<file path="config.mk">
export PLATFORM = sky130hd
export DESIGN_NAME = norm_shift_ctrl
export DESIGN_NICKNAME = d
export VERILOG_FILES = /design/src/rtl/norm_shift_ctrl.sv
export SDC_FILE = /design/constraint.sdc
export NUM_CORES = 1
export LEC_CHECK = 0
export BUFFER_PORTS_ARGS = -buffer_cell sky130_fd_sc_hd__buf_2
export CELL_PAD_IN_SITES_DETAIL_PLACEMENT = 1
export CELL_PAD_IN_SITES_GLOBAL_PLACEMENT = 1
export CORE_UTILIZATION = 39
export CTS_CLUSTER_SIZE = 20
export DETAILED_ROUTE_END_ITERATION = 10
export PLACE_DENSITY = 0.89
export SYNTH_ARGS = -nofsm -noshare
export SYNTH_HDL_FRONTEND = slang
export SYNTH_SLANG_ARGS = --single-unit
export TNS_END_PERCENT = 5
</file>
<file path="constraint.sdc">
create_clock -name clk -period 3.29 [get_ports clk]
set_input_delay 0.4935 -clock clk [delete_from_list [all_inputs] [get_ports clk]]
set_output_delay 0.4935 -clock clk [all_outputs]
set_load 0.01 [all_outputs]
</file>
<file path="src/rtl/norm_shift_ctrl.sv">
// Normalizing left-shifter for a 27-bit mantissa: shifts by up to two bits per
// cycle until the hidden bit is set, the value is zero, or the exponent floor (1) is reached.
module norm_shift_ctrl (
  input  logic        clk,
  input  logic        rst_n,
  input  logic        in_valid,
  output logic        in_ready,
  input  logic [26:0] mant_in,
  input  logic [7:0]  exp_in,
  input  logic        abort,
  output logic        out_valid,
  input  logic        out_ready,
  output logic [26:0] mant_out,
  output logic [7:0]  exp_out,
  output logic [4:0]  shift_cnt,
  output logic        zero_flag,
  output logic        denorm_flag,
  output logic        busy
);

  // Handshake: a transfer happens on a rising edge where valid && ready are both 1;
  // out_valid stays high and outputs stay stable until out_ready is seen.

  typedef enum logic [1:0] {
    IDLE = 2'd0,
    NORM = 2'd1,
    DONE = 2'd2
  } state_t;

  state_t      state_q, state_d;
  logic [26:0] m_q, m_d;
  logic [7:0]  e_q, e_d;
  logic [4:0]  cnt_q, cnt_d;
  logic        zf_q, zf_d;
  logic        df_q, df_d;

  always_ff @(posedge clk or negedge rst_n) begin
    if (!rst_n) begin
      state_q <= IDLE;
      m_q     <= '0;
      e_q     <= '0;
      cnt_q   <= '0;
      zf_q    <= 1'b0;
      df_q    <= 1'b0;
    end else begin
      state_q <= state_d;
      m_q     <= m_d;
      e_q     <= e_d;
      cnt_q   <= cnt_d;
      zf_q    <= zf_d;
      df_q    <= df_d;
    end
  end

  always_comb begin
    state_d = state_q;
    m_d     = m_q;
    e_d     = e_q;
    cnt_d   = cnt_q;
    zf_d    = zf_q;
    df_d    = df_q;
    case (state_q)
      IDLE: begin
        // abort in IDLE only suppresses acceptance on this edge
        if (in_valid && !abort) begin
          state_d = NORM;
          m_d     = mant_in;
          e_d     = exp_in;
          cnt_d   = '0;
          zf_d    = 1'b0;
          df_d    = 1'b0;
        end
      end
      NORM: begin
        if (abort) begin
          state_d = IDLE;
        end else if (m_q == '0) begin
          zf_d    = 1'b1;
          e_d     = '0;
          state_d = DONE;
        end else if (m_q[26]) begin
          state_d = DONE;
        end else if (m_q[26:25] == 2'b00 && e_q >= 8'd3) begin
          m_d   = {m_q[24:0], 2'b00};
          e_d   = e_q - 8'd2;
          cnt_d = cnt_q + 5'd2;
        end else if (e_q >= 8'd2) begin
          // m_q[26] is known clear here, so no set bit is lost
          m_d   = {m_q[25:0], 1'b0};
          e_d   = e_q - 8'd1;
          cnt_d = cnt_q + 5'd1;
        end else begin
          df_d    = 1'b1;
          state_d = DONE;
        end
      end
      DONE: begin
        if (abort || out_ready) state_d = IDLE;
      end
      default: state_d = IDLE;
    endcase
  end

  assign in_ready    = (state_q == IDLE);
  assign out_valid   = (state_q == DONE);
  assign busy        = (state_q != IDLE);
  assign mant_out    = m_q;
  assign exp_out     = e_q;
  assign shift_cnt   = cnt_q;
  assign zero_flag   = zf_q;
  assign denorm_flag = df_q;

endmodule

</file>
# Word-level counts from Yosys, hierarchy flattened
# Index checks and enable logic that the tools add are counted.
dict set report op_classes {
  n_mux 39
  n_reduce_logical 15
  add_sub_neg 4
  n_eq_ne 15
  order_cmp 2
}
# operator count
set op_table {}
lappend op_table {{$mux W27} 6}
lappend op_table {{$pmux W27 S2} 1}
lappend op_table {{$mux W8} 6}
lappend op_table {{$mux W5} 6}
lappend op_table {{$logic_not A27 Y1} 1}
lappend op_table {{$ge A8 B2 Y1 const B} 2}
lappend op_table {{$pmux W8 S2} 1}
lappend op_table {{$mux W2} 7}
lappend op_table {{$ne A2 B2 Y1 const B} 6}
lappend op_table {{$reduce_and A4 Y1} 3}
lappend op_table {{$ne A5 B5 Y1 const B} 2}
lappend op_table {{$pmux W5 S2} 1}
lappend op_table {{$mux W1} 8}
lappend op_table {{$sub A8 B1 Y8 const B} 1}
lappend op_table {{$sub A8 B2 Y8 const B} 1}
lappend op_table {{$reduce_and A7 Y1} 1}
lappend op_table {{$ne A3 B3 Y1 const B} 2}
lappend op_table {{$pmux W2 S3} 1}
lappend op_table {{$reduce_and A6 Y1} 1}
lappend op_table {{$add A5 B1 Y5 const B} 1}
lappend op_table {{$add A5 B2 Y5 const B} 1}
lappend op_table {{$reduce_and A5 Y1} 1}
lappend op_table {{$logic_not A2 Y1} 2}
lappend op_table {{$ne A2 B1 Y1 const B} 2}
lappend op_table {{8 further kinds} 11}
dict set report totals {
  elab_cells 82
  register_bits 44
  in_bits 40
  output_inout_bits 45
}

# Logic depth before layout (Yosys ltp)
# Gate-level depths: netlist of the first run.
dict set report depth {
  ltp_word 7
  mapped_depth 9
  mapped_depth_nobuf 7
}

# Least setup slack after synthesis of the first run
# Ideal clock, no wire load.
dict set report synth_path {
  path_kind {register -> register}
  start {register e_q[0], in the netlist exp_out[0]}
  end {register e_q[7], in the netlist exp_out[7]}
  t_required_ps 3158
  slack_ps 796
  period_less_slack_ps 2494
  path_stages_with_launch 10
  setup_time_ps 132
  path_buffers 2
  arrival_time_ps 2361
  path_cell_list {dfrtp_1 inv_1 ha_1 or4_4 or2_4 buf_6 o31a_4 buf_6 o2111ai_2 o211ai_2}
}
dict set report synth_via {
  elab_chain_len 7
  word_cells_on_any_way 13
  cone_classes {add/sub (2); order compare (2); eq/ne (1); mux (6); reduce/logical (2)}
}
# element line
set synth_rtl {}
lappend synth_rtl {{start, declared} 32} ;# logic [7:0] e_q, e_d;
lappend synth_rtl {{start signal, assigned} 41} ;# e_q <= '0;
lappend synth_rtl {{start signal, assigned} 48} ;# e_q <= e_d;
lappend synth_rtl {{$sub A8 B1 Y8 / $ge A8 B2 Y1 (equally long branches)} {90, 83}}
lappend synth_rtl {{$mux W8 / $logic_and A1 B1 Y1 (equally long branches)} {87, 83}}
lappend synth_rtl {{$mux W8} 83} ;# end else if (m_q[26:25] == 2'b00 && e_q >= 8'd3) begin
lappend synth_rtl {{$mux W8} 81} ;# end else if (m_q[26]) begin
lappend synth_rtl {{$mux W8} 77} ;# end else if (m_q == '0) begin
lappend synth_rtl {{$mux W8} 75} ;# if (abort) begin
lappend synth_rtl {{$pmux W8 S2} 62} ;# case (state_q)
# Several ways; a longest one is shown, not always the timed one. The select of a mux whose other input is x is not followed.
# A chain may end at the register's enable or synchronous reset.

# Worst setup path in the final report of the first run
dict set report layout_path {
  start {register e_q[1], in the netlist exp_out[1]}
  end {register cnt_q[4], in the netlist shift_cnt[4]}
}
dict set report layout_via {
  elab_chain_len 7
  word_cells_on_any_way 10
  cone_classes {order compare (2); eq/ne (1); mux (5); reduce/logical (2)}
}
# element line
set layout_rtl {}
lappend layout_rtl {{$ge A8 B2 Y1} 83}
lappend layout_rtl {{$logic_and A1 B1 Y1} 83}
lappend layout_rtl {{$mux W5} 83}
lappend layout_rtl {{$mux W5} 81}
lappend layout_rtl {{$mux W5} 77}
lappend layout_rtl {{$mux W5} 75}
lappend layout_rtl {{$pmux W5 S2} 62}
lappend layout_rtl {{end signal, assigned} 49} ;# cnt_q <= cnt_d;
lappend layout_rtl {{end, declared} 33} ;# logic [4:0] cnt_q, cnt_d;
# Several ways; a longest one is shown, not always the timed one. The select of a mux whose other input is x is not followed.

==> impl_metrics.json, run 1 <==
{
  "areaGrowthSynthToFinish_pct": 19.5,
  "drc": 2,
  "critPathMaxStageDelay_ps": 810,
  "hold_viol": 0,
  "htreeDepth": 2,
  "ys_ff_latch": 44,
  "io_pins": 85,
  "clkSinkCount": 44,
  "max_freq_mhz": 331,
  "worstHoldStart": "abort",
  "cp.required_ps": 3520,
  "r2r_end": "shift_cnt[4]",
  "seq_area_frac_synth": 0.379,
  "fin_crit_sh": 0.918,
  "syn_avg_cell_area_um2": 9.19,
  "worst_slew_pin_slew_ps": 1050,
  "leakage_nw": 1.51,
  "ant_nets": 0,
  "hpwl_um": 7010,
  "place_inst": 482,
  "vias_per_cell": 6.44,
  "ys_async_sr_fraction": 1.00,
  "yosysWarnings": 0,
  "worstPathArrival_ps": 3250,
  "syn_inst": 316,
  "worst_r2r_path_depth": 8,
  "grt_max_degree": 45,
  "ir_drop_v": 0.000282,
  "cp-end-kind": "register",
  "cts_root_buf": "clkbuf_8",
  "coreArea_mm2": 0.00721,
  "rows": 31,
  "first_pass_iters": 7,
  "hp-class": "primary input to register",
  "netlist_area_mm2": 0.00290,
  "finalClockSkew_ps": 14.1,
  "drt_iter0_markers": 218,
  "clk_latency_ps": 310,
  "fp.dieH_um": 88.3,
  "clkTransAtPathRegs_ps": 90,
  "layout_common_cells": "84 x buf_2, 44 x dfrtp_1, 38 x nand2_1, 27 x nand3_1, 26 x a2111oi_0",
  "synth-main-ff-cell": "dfrtp_1",
  "slew_headroom": 0.297,
  "hold_path_depth": 2,
  "grt_pass1_vias": 3139,
  "port_buffers": 84,
  "status": "complete, but fails checks",
  "min_to": "state_q[1]",
  "syn_nets": 362,
  "start_kind": "register",
  "critical_path_buf_inv_count": 2,
  "grt.overflow.total": 0,
  "path_class": "register to register",
  "critPathMostFrequentCell": "buf_4",
  "start_util": 0.403,
  "die_area_mm2": 0.00780,
  "avgRoutedWirePerCell_um": 20.7,
  "period_minus_slack_ps": 3020,
  "critical_path.top_delay_family": "compound AO/OA/AOI/OAI gates",
  "violations": "design-rule violations",
  "vias": 3157,
  "grt_antenna_before_repair": 0,
  "cts_resized": 0,
  "power_density_mw_per_mm2": 721,
  "crit_fanout": 18,
  "die_x_um": 88.3,
  "clk_path_buf_depth": 2,
  "grt_pass1_wl_um": 16000,
  "synth-edff-count": 0,
  "place_congestion": 0.887,
  "cts_tree": "built",
  "layout_commonest_cell": "buf_2",
  "nets": 436,
  "reg2reg_from": "exp_out[1]",
  "final_cells": 490,
  "maxCapViolCount": 0,
  "numCtsBuffers": 5,
  "setup_violations": 0,
  "grt_setup_unrepaired": "false",
  "cts_hold_buf": 0,
  "drt-total-wl_um": 10100,
  "postCtsSetupBuffers": 0,
  "cp_cell_sequence": "ha_1, nor3_1, a21o_1, buf_4, nand2_1, a2111oi_0, buf_4, mux2i_1",
  "final_layout_size_suffix_gt1_frac": 0.297,
  "diodes": 0,
  "grt_usage": 0.267,
  "reg2reg_slack_ps": 270,
  "crit_slowest_cell": "a2111oi_0",
  "final_max_slew_viol_count": 0,
  "finalSetupTns_ps": 0,
  "critPathLaunch": "exp_out[1]",
  "yosysUniqueCellTypes": 55
}
==> power by group <==
part | internal (mW) | switching [mW]
Combinational | 0.475 | 0.671
Clock | 0.149 | 0.210
Sequential | 0.707 | 0.287
==> worst max path at each step <==
stage / end / slack, ps / cells past startpoint
6_report: shift_cnt[4] / 270 / 8
5_1_grt: shift_cnt[4] / 50 / 8
4_1_cts: shift_cnt[4] / 350 / 8
3_5_place_dp: shift_cnt[4] / 390 / 8
3_3_place_gp: shift_cnt[4] / 480 / 8
2_1_floorplan: exp_out[7] / 800 / 9
==> metrics by stage <==
step / util / hold WS, ps / instance area, um^2 / setup WS [ps] / power (mW)
after global placement: 0.469 / 482 / 3380 / 481 / 2.07
after CTS: 0.481 / 354 / 3470 / 352 / 2.49
after global routing: 0.481 / 368 / 3470 / 54.1 / 2.66
after floorplan: - / 198 / 2900 / 796 / 1.68
after detailed placement: 0.469 / 488 / 3380 / 395 / 2.13
final: 0.481 / 357 / 3470 / 270 / 2.50
==> synth_stat cells (3+ instances only) <==
master,n,area share
a2111oi_0,26,0.078
a21oi_1,9,0.016
a221o_1,25,0.086
a22oi_1,3,0.0078
buf_2,8,0.014
buf_6,5,0.019
clkbuf_1,15,0.019
dfrtp_1,44,0.38
ha_1,6,0.026
inv_1,7,0.0090
mux2i_1,3,0.010
nand2_1,38,0.049
nand2b_1,4,0.0086
nand3_1,27,0.047
nor2_1,11,0.014
nor3_1,11,0.019
nor4_1,9,0.019
o211ai_1,4,0.010
o21ai_0,8,0.014
o2bb2ai_1,4,0.012
o31ai_1,4,0.010
or2_2,3,0.0065
==> worst reg2reg max path: stages, from the launching register on <==
cell,delay [ps]
dfrtp_1,480
ha_1,270
nor3_1,470
a21o_1,230
buf_4,230
nand2_1,70
a2111oi_0,810
buf_4,230
mux2i_1,170
==> logic make-up after synthesis <==
family / synth area share
AOI/OAI and AO/OA: 0.308
xor gates and xnor gates: 0.00302
adders and majority gates: 0.0259
buffers and inverters: 0.0616
DFF: 0.379
muxes: 0.0103
and+or+nand+nor: 0.212
==> state kept, by name (all words and copies together) (netlist names) <==
register     count
exp_out          8
state_q          2
zero_flag        1
shift_cnt        5
denorm_flag      1
mant_out        27
==> cell type report <==
cell class                 instances  area (um^2)
clock buffer                       5         68.8
clock inverter                     3         18.8
fill                             901         3740
inverter                           7         26.3
multi-input combinational        237         1630
sequential                        44         1100
tap                               99          124
timing repair buffer              95          503
==> metal layers <==
layer	up-vias	track usage	share of wire
met1	1584	0.352	0.42
met4	0	0.104	0.023
met3	25	0.0448	0.067
met5	-	0	0
li1	1404	-	-
met2	144	0.437	0.49
Power figures use the tool's default switching activity.
==> inputs of run 2 (changes only) <==
Settings changed: CORE_ASPECT_RATIO set to 0.7.
==> impl_metrics.json, run 2 (same netlist as run 1, synthesis figures left out) <==
{
  "status": "completed",
  "drt-total-wl_um": 10500,
  "first_pass_iters": 4,
  "final_layout_size_suffix_gt1_frac": 0.298,
  "hpwl_um": 7330,
  "worst_slew_pin_slew_ps": 1060,
  "hold_viol": 0,
  "cp-end-kind": "register",
  "fp.dieH_um": 74.2,
  "areaGrowthSynthToFinish_pct": 20.9,
  "crit_fanout": 29,
  "reg2reg_slack_ps": 490,
  "clkTransAtPathRegs_ps": 100,
  "nets": 437,
  "clk_path_buf_depth": 2,
  "layout_common_cells": "84 x buf_2, 44 x dfrtp_1, 38 x nand2_1, 27 x nand3_1, 26 x a2111oi_0",
  "grt_pass1_wl_um": 17000,
  "post-route-util": 0.503,
  "critPathLaunch": "exp_out[0]",
  "start_util": 0.416,
  "grt_antenna_before_repair": 0,
  "ant_nets": 0,
  "finalSetupTns_ps": 0,
  "grt_setup_unrepaired": "false",
  "maxCapViolCount": 0,
  "finalClockSkew_ps": 12.9,
  "place_congestion": 0.866,
  "grt.overflow.total": 0,
  "worstPathArrival_ps": 3000,
  "grt_usage": 0.280,
  "slew_headroom": 0.296,
  "diodes": 0,
  "cts_hold_buf": 0,
  "coreArea_mm2": 0.00698,
  "drt_iter0_markers": 296,
  "layout_commonest_cell": "buf_2",
  "power_density_mw_per_mm2": 751,
  "leakage_nw": 1.53,
  "numCtsBuffers": 5,
  "die_area_mm2": 0.00780,
  "final_max_slew_viol_count": 0,
  "cts_root_buf": "clkbuf_8",
  "drc": 0,
  "clkSinkCount": 44,
  "start_kind": "register",
  "postCtsSetupBuffers": 0,
  "worst_r2r_path_depth": 8,
  "cts_tree": "built",
  "r2r_end": "mant_out[7]",
  "reg2reg_from": "exp_out[0]",
  "grt_max_degree": 45,
  "cts_resized": 0,
  "clk_latency_ps": 320,
  "die_x_um": 105,
  "largest_reg_flops": 27,
  "rows": 25,
  "n_fill_cell": 849,
  "path_class": "register to register",
  "port_buffers": 84,
  "setup_violations": 0,
  "worstHoldStart": "abort",
  "avgRoutedWirePerCell_um": 21.6,
  "period_minus_slack_ps": 2800,
  "vias": 3125,
  "hp-class": "primary input to register",
  "cp.required_ps": 3490,
  "fin_crit_sh": 0.851,
  "io_pins": 85,
  "vias_per_cell": 6.43,
  "ir_drop_v": 0.000319,
  "max_freq_mhz": 357,
  "htreeDepth": 2,
  "grt_pass1_vias": 3162,
  "critPathCapture": "mant_out[7]"
}
[run 2: cell count changes in the layout (fill, tap and decap cells not counted)]
cell / previous run / this run
clkinv_4: 1 / 0
clkinv_2: 2 / 0
clkbuf_8: 5 / 7
buf_4: 11 / 12
bufinv_16: 0 / 1
[run 2: final cells by class]
class                   count  area (um^2)  share of cell area
flip-flops and latches     44         1100               0.314
inverters                   7         26.3             0.00749
clock inverters             1         30.0             0.00856
clock buffers               7         96.3              0.0275
multi-input cells         237         1630               0.464
repair buffers             96          510               0.145
well taps                  94          118              0.0335
[run 2: worst min path at each step]
stage | cells after the start | endpoint | slack [ps]
after global placement | 2 | zero_flag | 480
after CTS | 2 | state_q[1] | 350
final | 2 | state_q[1] | 350
after global routing | 2 | state_q[1] | 360
after detailed placement | 2 | zero_flag | 490
after floorplan | 0 | denorm_flag | 200
[run 2: per-stage QoR]
step                instances  worst slack (ps)  hold WS (ps)  power (mW)  instance area, um^2
floorplan                 316               796           198        1.68                 2900
global placement          478               661           481        2.07                 3380
detailed placement        478               552           489        2.14                 3380
CTS                       486               519           351        2.62                 3510
global route              486               378           360        2.80                 3510
finish                    486               490           350        2.64                 3510
[run 2: metal layers]
layer  wire length, um  GRT usage  up-vias
met3               833     0.0473       10
met4                88     0.0876        0
li1                  -          -     1416
met1              4990      0.396     1551
met2              4570      0.443      148
met5                 0          0        -
[run 2: critical path, stage by stage (launching register included)]
cell and delay [ps]:
dfrtp_1 400, inv_1 120, ha_1 220, or4_4 480, or2_4 390, o31ai_4 360, buf_4 290, a2111oi_0 120
a221o_1 310
[run 2: power by group]
group | internal [mW] | total, mW | switching [mW]
clock network | 0.268 | 0.477 | 0.209
registers | 0.707 | 1.01 | 0.298
logic | 0.476 | 1.15 | 0.679
==> inputs of run 3 (changes only) <==
Settings changed: CORE_UTILIZATION 39 to 40, CTS_BUF_LIST set to sky130_fd_sc_hd__clkbuf_4 sky130_fd_sc_hd__clkbuf_8, PLACE_DENSITY 0.89 to 0.91.
==> impl_metrics.json, run 3 (same netlist as run 1, synthesis figures left out) <==
{
  "status": "completed",
  "hold_viol": 0,
  "grt.overflow.total": 0,
  "layout_common_cells": "84 x buf_2, 44 x dfrtp_1, 38 x nand2_1, 27 x nand3_1, 26 x a2111oi_0",
  "die_area_mm2": 0.00761,
  "crit_fanout": 31,
  "layout_setup_ws_ps": 565,
  "power_density_mw_per_mm2": 735,
  "fp.dieH_um": 73.3,
  "areaGrowthSynthToFinish_pct": 20.5,
  "seqPwrFrac": 0.385,
  "final_max_slew_viol_count": 0,
  "finalClockSkew_ps": 8.41,
  "postCtsSetupBuffers": 0,
  "worst_r2r_path_depth": 8,
  "grt_usage": 0.270,
  "max_freq_mhz": 367,
  "busiest_layer": "met2",
  "first_pass_iters": 4,
  "met1_usage": 0.395,
  "path_class": "register to register",
  "cts_hold_buf": 0,
  "grt_setup_unrepaired": "false",
  "grt_antenna_before_repair": 0,
  "clkPwrFrac": 0.167,
  "worstPathArrival_ps": 2900,
  "setup_violations": 0,
  "clkSinkCount": 44,
  "hpwl_um": 7110,
  "vias_per_cell": 6.31,
  "reg2reg_from": "exp_out[0]",
  "port_buffers": 84,
  "maxCapViolCount": 0,
  "grt_pass1_vias": 3020,
  "reg2reg_slack_ps": 570,
  "vias": 3061,
  "start_util": 0.422,
  "drt_iter0_markers": 222,
  "n_fill_cell": 844,
  "ir_drop_v": 0.000259,
  "nets": 436,
  "ant_nets": 0,
  "final_layout_size_suffix_gt1_frac": 0.297,
  "coreArea_mm2": 0.00688,
  "place_worst_setup_slack_ps": 602,
  "cts_resized": 0,
  "grt_pass1_wl_um": 16300,
  "avgRoutedWirePerCell_um": 20.5,
  "grt_max_degree": 45,
  "cp-end-kind": "register",
  "fin_hold_ws_ps": 371,
  "drt-total-wl_um": 9920,
  "clkTransAtPathRegs_ps": 90,
  "r2r_end": "mant_out[7]",
  "largest_reg_flops": 27,
  "gr-usage-met2": 0.439,
  "cts_tree": "built",
  "final_cells": 485,
  "period_minus_slack_ps": 2720,
  "clk_latency_ps": 300,
  "layout_commonest_cell": "buf_2",
  "io_pins": 85,
  "cp.required_ps": 3470,
  "numCtsBuffers": 5,
  "worst_slew_pin_slew_ps": 1040,
  "place_inst": 477,
  "met3_usage": 0.0373,
  "critPathLaunch": "exp_out[0]",
  "p_sw_mw": 1.15,
  "comb_power_share": 0.449,
  "clk_path_buf_depth": 2,
  "finalSetupTns_ps": 0,
  "slew_headroom": 0.306,
  "intPower_mw": 1.43,
  "diodes": 0,
  "hp-class": "primary input to asynchronous set/reset pin",
  "swShare": 0.446,
  "leakage_nw": 1.53,
  "place_congestion": 0.918,
  "post-route-util": 0.509,
  "cts_root_buf": "clkbuf_8",
  "die_x_um": 104,
  "drc": 0,
  "rows": 25,
  "start_kind": "register",
  "htreeDepth": 2,
  "fin_crit_sh": 0.828
}
run 3: cell count changes in the layout (fill, tap and decap cells not counted):
| cell | change |
|---|---|
| buf_12 | +1 |
| buf_4 | -2 |
| clkinv_2 | +1 |
| clkbuf_8 | -2 |
| clkbuf_4 | +1 |
run 3: final cells by class:
type | count | area, um^2 | area share
clock buffer | 6 | 76.3 | 0.0218
clock inverter | 2 | 35.0 | 0.0100
inverter | 7 | 26.3 | 0.00751
multi-input combinational | 237 | 1630 | 0.465
sequential | 44 | 1100 | 0.315
tap | 94 | 118 | 0.0336
timing repair buffer | 95 | 515 | 0.147
run 3: worst max-delay path, cell delays in order (launching register included):
cell and delay (ps):
dfrtp_1 390, inv_1 110, ha_1 210, or4_4 490, or2_4 380, o31ai_4 390, buf_12 230, a2111oi_0 90
a221o_1 310
run 3: metrics by stage:
step,cell area (um^2),power (mW)
floorplan,2900,1.68
global placement,3390,2.08
detailed placement,3390,2.13
CTS,3500,2.56
global route,3500,2.74
finish,3500,2.57
run 3: how the worst max path moves through the flow:
stage | to | slack, ps | cells past startpoint
2_1_floorplan | exp_out[7] | 800 | 9
3_3_place_gp | exp_out[1] | 700 | 7
3_5_place_dp | mant_out[2] | 600 | 8
4_1_cts | mant_out[2] | 580 | 8
5_1_grt | mant_out[14] | 400 | 7
6_report | mant_out[7] | 570 | 8
run 3: power by group through the flow:
| stage | combinational, mW | clock [mW] | sequential (mW) |
|---|---|---|---|
| 2_1_floorplan | 0.702 | 0 | 0.979 |
| 3_3_place_gp | 1.10 | 0 | 0.977 |
| 3_5_place_dp | 1.14 | 0 | 0.989 |
| 4_1_cts | 1.15 | 0.432 | 0.981 |
| 5_1_grt | 1.26 | 0.455 | 1.02 |
| 6_report | 1.15 | 0.429 | 0.989 |
run 3: per-layer routing:
metal | part of all wire | up-vias
met5 | 0 | -
met4 | 0.0034 | 0
met3 | 0.062 | 6
met2 | 0.46 | 117
met1 | 0.48 | 1527
li1 | - | 1411
